$ cat src/rtl/conv_encoder.sv
// Rate-1/2, K=3 convolutional encoder (g0=7, g1=5 octal) feeding the Viterbi decoder.
// Bytes arrive on a valid/ready stream and are serialised MSB first. Optional zero tail bits return the trellis to S0.
module conv_encoder #(
    parameter bit TERMINATE = 1'b1
) (
    input  logic       clk_i,
    input  logic       rst_ni,
    input  logic       s_valid_i,
    output logic       s_ready_o,
    input  logic [7:0] s_data_i,
    input  logic       s_last_i,
    output logic       m_valid_o,
    input  logic       m_ready_i,
    output logic [1:0] m_sym_o,
    output logic       m_last_o
);

    typedef enum logic [1:0] {
        IDLE = 2'd0,
        DATA = 2'd1,
        WAIT = 2'd2,
        TAIL = 2'd3
    } state_e;

    state_e     state_q, state_d;
    logic [1:0] enc_q, enc_d;        // {s1 newest, s0 older}
    logic [7:0] data_q, data_d;
    logic       last_q, last_d;
    logic [2:0] bit_cnt_q, bit_cnt_d;
    logic       tail_cnt_q, tail_cnt_d;

    logic u, c0, c1;
    logic fire, accept, final_bit;

    always_comb begin
        u  = (state_q == DATA) ? data_q[7] : 1'b0;
        c0 = u ^ enc_q[1] ^ enc_q[0];
        c1 = u ^ enc_q[0];
    end

    assign m_valid_o = (state_q == DATA) || (state_q == TAIL);
    assign fire      = m_valid_o && m_ready_i;
    assign final_bit = (state_q == DATA) && (bit_cnt_q == 3'd7);

    // Taking the next byte on the final-bit fire keeps the symbol stream gapless.
    assign s_ready_o = (state_q == IDLE) || (state_q == WAIT) ||
                       (final_bit && m_ready_i && !last_q);
    assign accept    = s_valid_i && s_ready_o;

    assign m_sym_o  = m_valid_o ? {c0, c1} : 2'b00;
    assign m_last_o = TERMINATE ? ((state_q == TAIL) && tail_cnt_q)
                                : (final_bit && last_q);

    always_comb begin
        state_d    = state_q;
        enc_d      = enc_q;
        data_d     = data_q;
        last_d     = last_q;
        bit_cnt_d  = bit_cnt_q;
        tail_cnt_d = tail_cnt_q;

        case (state_q)
            IDLE: begin
                enc_d = 2'b00;
                if (accept) state_d = DATA;
            end
            WAIT: begin
                if (accept) state_d = DATA;
            end
            DATA: begin
                if (fire) begin
                    enc_d     = {u, enc_q[1]};
                    data_d    = {data_q[6:0], 1'b0};
                    bit_cnt_d = bit_cnt_q + 3'd1;
                    if (bit_cnt_q == 3'd7) begin
                        if (last_q) begin
                            if (TERMINATE) begin
                                state_d    = TAIL;
                                tail_cnt_d = 1'b0;
                            end else begin
                                state_d = IDLE;
                                enc_d   = 2'b00;
                            end
                        end else if (accept) begin
                            state_d = DATA;
                        end else begin
                            state_d = WAIT;
                        end
                    end
                end
            end
            TAIL: begin
                if (fire) begin
                    enc_d      = {1'b0, enc_q[1]};
                    tail_cnt_d = ~tail_cnt_q;
                    if (tail_cnt_q) begin
                        state_d    = IDLE;
                        tail_cnt_d = 1'b0;
                    end
                end
            end
            default: state_d = IDLE;
        endcase

        // A freshly accepted byte overrides the shift of the byte just finished.
        if (accept) begin
            data_d    = s_data_i;
            last_d    = s_last_i;
            bit_cnt_d = 3'd0;
        end
    end

    always_ff @(posedge clk_i or negedge rst_ni) begin
        if (!rst_ni) begin
            state_q    <= IDLE;
            enc_q      <= 2'b00;
            data_q     <= 8'h00;
            last_q     <= 1'b0;
            bit_cnt_q  <= 3'd0;
            tail_cnt_q <= 1'b0;
        end else begin
            state_q    <= state_d;
            enc_q      <= enc_d;
            data_q     <= data_d;
            last_q     <= last_d;
            bit_cnt_q  <= bit_cnt_d;
            tail_cnt_q <= tail_cnt_d;
        end
    end

endmodule

$ cat config.mk
export PLATFORM = sky130hd
export DESIGN_NAME = conv_encoder
export DESIGN_NICKNAME = d
export VERILOG_FILES = /design/src/rtl/conv_encoder.sv
export SDC_FILE = /design/constraint.sdc
export NUM_CORES = 1
export LEC_CHECK = 0
export CORE_MARGIN = 5
export CORE_UTILIZATION = 50
export DETAILED_ROUTE_END_ITERATION = 8
export GPL_TIMING_DRIVEN = 0
export HOLD_SLACK_MARGIN = 0.1
export PLACE_DENSITY = 0.77
export SLEW_MARGIN = 20
export SYNTH_ARGS = -nofsm -noshare
export SYNTH_HDL_FRONTEND = slang
export SYNTH_SLANG_ARGS = --single-unit
$ cat constraint.sdc
create_clock -name clk_i -period 1.87 [get_ports clk_i]
set_input_delay 0.2805 -clock clk_i [delete_from_list [all_inputs] [get_ports clk_i]]
set_output_delay 0.2805 -clock clk_i [all_outputs]
set_load 0.005 [all_outputs]
== After elaboration in Yosys (flattened, before gate mapping) ==
Cells that the tools add are included.
Cells by class
  reductions and logical operators: 20
  multiply operators: 0
  eq/ne operators: 10
  shift operators: 0
  magnitude comparators: 0
  div/mod/pow operators: 0
  add/sub/neg operators: 1
  bitwise logic cells: 4
  muxes and demuxes: 25
Operators with widths (count)
  $mux W8: 3
  $mux W2: 10
  $pmux W2 S3: 2
  $reduce_and A5 Y1: 2
  $mux W3: 3
  $ne A2 B2 Y1 const B: 4
  $logic_and A1 B1 Y1: 6
  $mux W1: 6
  $reduce_bool A2 Y1: 3
  $eq A2 B2 Y1 const B: 2
  $ne A2 B1 Y1 const B: 2
  $add A3 B1 Y3 const B: 1
  $eq A3 B3 Y1 const B: 1
  $logic_or A1 B1 Y1: 3
  $reduce_and A3 Y1: 1
  $reduce_bool A3 Y1: 1
  $xor A1 B1 Y1: 3
  $eq A2 B1 Y1 const B: 1
  $logic_not A2 Y1: 1
  $pmux W1 S2: 1
  $reduce_and A2 Y1: 1
  $reduce_or A2 Y1: 1
  $logic_not A1 Y1: 1
  $not A1 Y1: 1
Word-level totals
  RAM bits: 0
  bits in registers: 17
  output and inout port bits: 5
  word-level logic and storage cells: 66
  memories: 0
  latch bits: 0
  ROM bits: 0
  input bits: 13

== Logic depth before layout (Yosys ltp) ==
  depth after elaboration: 11
  mapped depth: 6
  depth with buffers taken out: 5

== Worst setup path after synthesis ==
OpenSTA, ideal clock, no wires.
  kind: reg2reg
  start point: reg bit_cnt_q[0]
  end point: reg data_q[1]
  library setup time: 0.126 ns
  arrival time: 1.498 ns
  cell stages (with the launch flop): 7
  setup slack: 0.246 ns
  data required time: 1.744 ns
  path buffers: 1
  path through: dfrtp_1 > ha_1 > ha_1 > nand4bb_4 > a21boi_2 > buf_4 > a221o_1
On the way
  word-level cells in the longest chain between the ends: 8
RTL lines
  start: declaration: RTL line 29  | logic [2:0] bit_cnt_q, bit_cnt_d;
  start signal: assignment: RTL line 126  | bit_cnt_q <= bit_cnt_d;
  $eq A3 B3 Y1 *: RTL line 43  | assign final_bit = (state_q == DATA) && (bit_cnt_q == 3'd7);
  $logic_and A1 B1 Y1 *: RTL line 43
  $logic_and A1 B1 Y1 * (2 in a row): RTL line 47  | (final_bit && m_ready_i && !last_q);
  $logic_or A1 B1 Y1 *: RTL line 46  | assign s_ready_o = (state_q == IDLE) || (state_q == WAIT) ||
  $logic_and A1 B1 Y1 *: RTL line 48  | assign accept = s_valid_i && s_ready_o;
  $reduce_bool A2 Y1 (no line)
  $reduce_and A2 Y1 (no line)
  end signal: assignment: RTL line 124  | data_q <= data_d;
  end: declaration: RTL line 27  | logic [7:0] data_q, data_d;
Every way passes the cells marked *; elsewhere a longest branch is shown, timed or not.
A chain may end at the register's enable or synchronous reset.

== Worst setup path after layout ==
  start point: reg state_q[1]
  end point: out s_ready_o
On the way
  word-level cells in the longest chain between the ends: 5
RTL lines
  start: declaration: RTL line 25  | state_e state_q, state_d;
  start signal: assignment: RTL line 122  | state_q <= state_d;
  $eq A2 B1 Y1: RTL line 43
  $logic_and A1 B1 Y1: RTL line 43
  $logic_and A1 B1 Y1 (2 in a row): RTL line 47
  $logic_or A1 B1 Y1 *: RTL line 46
  end: declaration: RTL line 9  | output logic s_ready_o,
Marks and branches as above.

==> summary.md <==
| Metric | Value |
|---|---|
| Synth Area per Inst | 11.8 µm² |
| Met1 wire length | 860 µm |
| Vias per std cell | 5.65 |
| Area grow syn2layout | 27.9% |
| CTS tree | done |
| WHS Path Cells | 3 |
| Worst Setup Start Kind | register |
| Clock root buffer | clkbuf_4 |
| Main synth FF type | dfrtp_1 |
| Switching Fraction | 33.9% |
| Area share of and/or/nand/nor cells after synthesis | 19.1% |
| Clock sink count | 17 |
| Num CTS Buffers | 3 |
| Max layer used | met4 |
| Worst slew pin tran | 782 ps |
| Setup TNS | 0 ps |
| Drt total wl | 1.86 mm |
| # DRC | 0 |
| Unrepaired setup endpoints after global routing | no |
| Met2 WL post-DR | 863 µm |
| Worst Setup End Kind | primary output |
| Buffers added on ports | 16 |
| Yosys reg bits | 17 |
| RD Place Congestion | 0.780 |
| DR iter-0 viols | 15 |
| Initial DRT Pass Iterations | 4 |
| Combinational fraction of design power | 51.5% |
| Syn nets | 96 |
| Cell Count Post-Placement | 122 |
| Post-Synth Adder-Cell Area | 2.63% |
| Initial core utilization | 54.0% |
| Crit-path max FO | 6 |
| Skew final | 5.31 ps |
| Data arrival, critical path | 1480 ps |
| Core outline area | 1760 µm² |
| Crit Path Class | register to primary output |
| Number of H-tree levels | 1 |
| Commonest non-fill, non-tap cell in the layout | dfrtp_1 |
| Final min period | 1760 ps |
| GR Util All Layers | 15.4% |
| Final Util | 69.0% |
| Internal power | 1.19 mW |
| Compound-Gate Fraction of Synth Area | 15.8% |
| Fin cells | 130 |
| Post-Synthesis Cells | 81 |
| Full die area | 2880 µm² |
| Main combinational cell family by area after synthesis | simple AND/OR/NAND/NOR gates |
| Reg2Reg Depth | 5 |
| Met3 wire len | 108 µm |
| F_max | 0.567 GHz |
| Skew-Pair Late Insertion Delay | 300 ps |
| Worst Hold Class | input pin to register |
| Die height | 53.6 µm |
| Static Leakage | 0.534 nW |
| Antenna Nets Post-Route | 0 |
| Mapped Area | 952 µm² |
| Drt wl/cell | 14.3 µm |
| Slew Viols, Final | 0 |
| Pin count of the biggest net entering global routing | 18 |
| Global-route wire length before repair | 3.18 mm |
| Commonest cells after routing, fill and taps aside | 16 x dfrtp_1, 13 x clkdlybuf4s50_1, 6 x nor3b_1, 6 x a221o_1, 5 x buf_4 |
| Die width | 53.6 µm |
| Post-synth EDFFs | 0 |
| I/O pin cnt | 18 |
| Worst rel slew slack | 47.7% |
| Netlist cell types | 34 |
| Initial antenna violation count | 0 |
| Post-Synth XOR/XNOR Area | 4.20% |
| Clock power share | 11.6% |
| Asr flop ratio synth | 100% |
| Fin. Hold Viols | 0 |
| Net Sw Power | 0.609 mW |
| Post-synthesis sequential area ratio | 44.7% |
| Vias in the first global route | 710 |
| Clock Pin Slew Worst Setup and Hold Paths | 100 ps |
| Sequential Power Share | 37.0% |
| Mux share of post-synthesis cell area | 8.41% |
| Synth warn | 0 |
| WP data required | 1590 ps |
| Tcrit/Tclk final | 94.4% |
| Outcome | finished, final reports clean |
| Nets | 121 |
| Max capacitance violation total | 0 |
| Worst vdd ir | 730 µV |
| Number of cell rows | 15 |
| Clk buf depth | 2 |
| Antenna diode count | 0 |
| Setup-failing EPs final | 0 |
| Grt total ovfl | 0 |
| PD cells | 1470 nW/µm² |
| Post-DP HPWL | 1.26 mm |
| Layout cell share with drive strength beyond 1 | 23.8% |
| Via Count | 734 |
-- power groups by stage --
stage          logic, mW  registers [mW]  clock network, mW
2_1_floorplan      0.638           0.627                  0
3_3_place_gp       0.876           0.654                  0
3_5_place_dp       0.895           0.659                  0
4_1_cts            0.941           0.660              0.211
5_1_grt             1.03           0.689              0.228
6_report           0.924           0.663              0.208
-- timing repair --
item / in CTS / in global routing
gates resized for setup: 11 / 2
cloned: 0 / 0
hold buffers: 0 / 0
buffers inserted: 3 / 2
setup endpoints to repair: 3 / 1
pin swaps: 1 / 0
endpoints found under the hold margin: 0 / 0
-- metal layers --
| metal | global-route usage [%] | vias to the layer above |
|---|---|---|
| met5 | 0 | - |
| met4 | 7.66 | 0 |
| met3 | 1.94 | 2 |
| met2 | 23.9 | 24 |
| met1 | 21.1 | 362 |
| li1 | - | 346 |
-- synthesized netlist by cell type (all sizes together), types with 2 or more instances --
cell	count	area, µm²
mux2i	2	20.0
a221o	6	60.1
a21oi	2	10.0
nor3b	6	45.0
mux2	5	60.1
nand3	2	10.0
nor2	4	15.0
a22o	3	26.3
dfrtp	17	425
clkbuf	3	11.3
nor2b	4	25.0
ha	2	25.0
o21ai	4	20.0
nand2	3	11.3
buf	4	35.0
-- cells by family after synthesis --
kind of cell,Yosys count
AND/OR/NAND/NOR,26
adder cells (fa/ha/maj),2
flip-flops,17
buffers and inverters,8
AO/OA/AOI/OAI,18
XOR/XNOR,3
multiplexers,7
-- path summary, 6_finish.rpt --
| check | startpoint | endpoint | slack (ps) |
|---|---|---|---|
| min in group asynchronous | rst_ni | enc_q[0] | 420 |
| max in group asynchronous | rst_ni | state_q[0] | 910 |
| hold reg to reg | data_q[5] | data_q[6] | 520 |
| hold / removal | m_ready_i | tail_cnt_q | 320 |
| setup / recovery | state_q[1] | s_ready_o | 110 |
| setup reg to reg | bit_cnt_q[1] | data_q[7] | 240 |
-- flip-flops by register name, indices dropped and copies added (netlist names) --
name,flops
state_q,2
tail_cnt_q,1
last_q,1
enc_q,2
bit_cnt_q,3
data_q,8
-- worst max-delay path: stages (launching register included) --
cell and delay, ps:
dfrtp_1 390, buf_6 130, buf_4 150, nand4bb_4 210
nand2_1 80, dlygate4sd2_1 230
-- layout make-up --
| type | count | area, µm² |
|---|---|---|
| plain buffers | 7 | 47.5 |
| well taps | 25 | 31.3 |
| fillers | 140 | 547 |
| repair buffers | 20 | 183 |
| multi-input cells | 56 | 499 |
| inverters | 1 | 3.75 |
| clock buffers | 4 | 26.3 |
| flip-flops and latches | 17 | 427 |
-- metrics by stage --
| step | hold slack (ps) | instance area, µm² | setup WS [ps] | power, mW |
|---|---|---|---|---|
| 2_1_floorplan | -15.1 | 952 | 246 | 1.26 |
| 4_1_cts | 314 | 1210 | 6.30 | 1.81 |
| 3_3_place_gp | 481 | 1140 | 5.44 | 1.53 |
| 3_5_place_dp | 487 | 1140 | 9.37 | 1.55 |
| 6_report | 317 | 1220 | 105 | 1.79 |
| 5_1_grt | 343 | 1220 | 30.4 | 1.95 |
No activity file was read; power rests on OpenSTA's default activity.
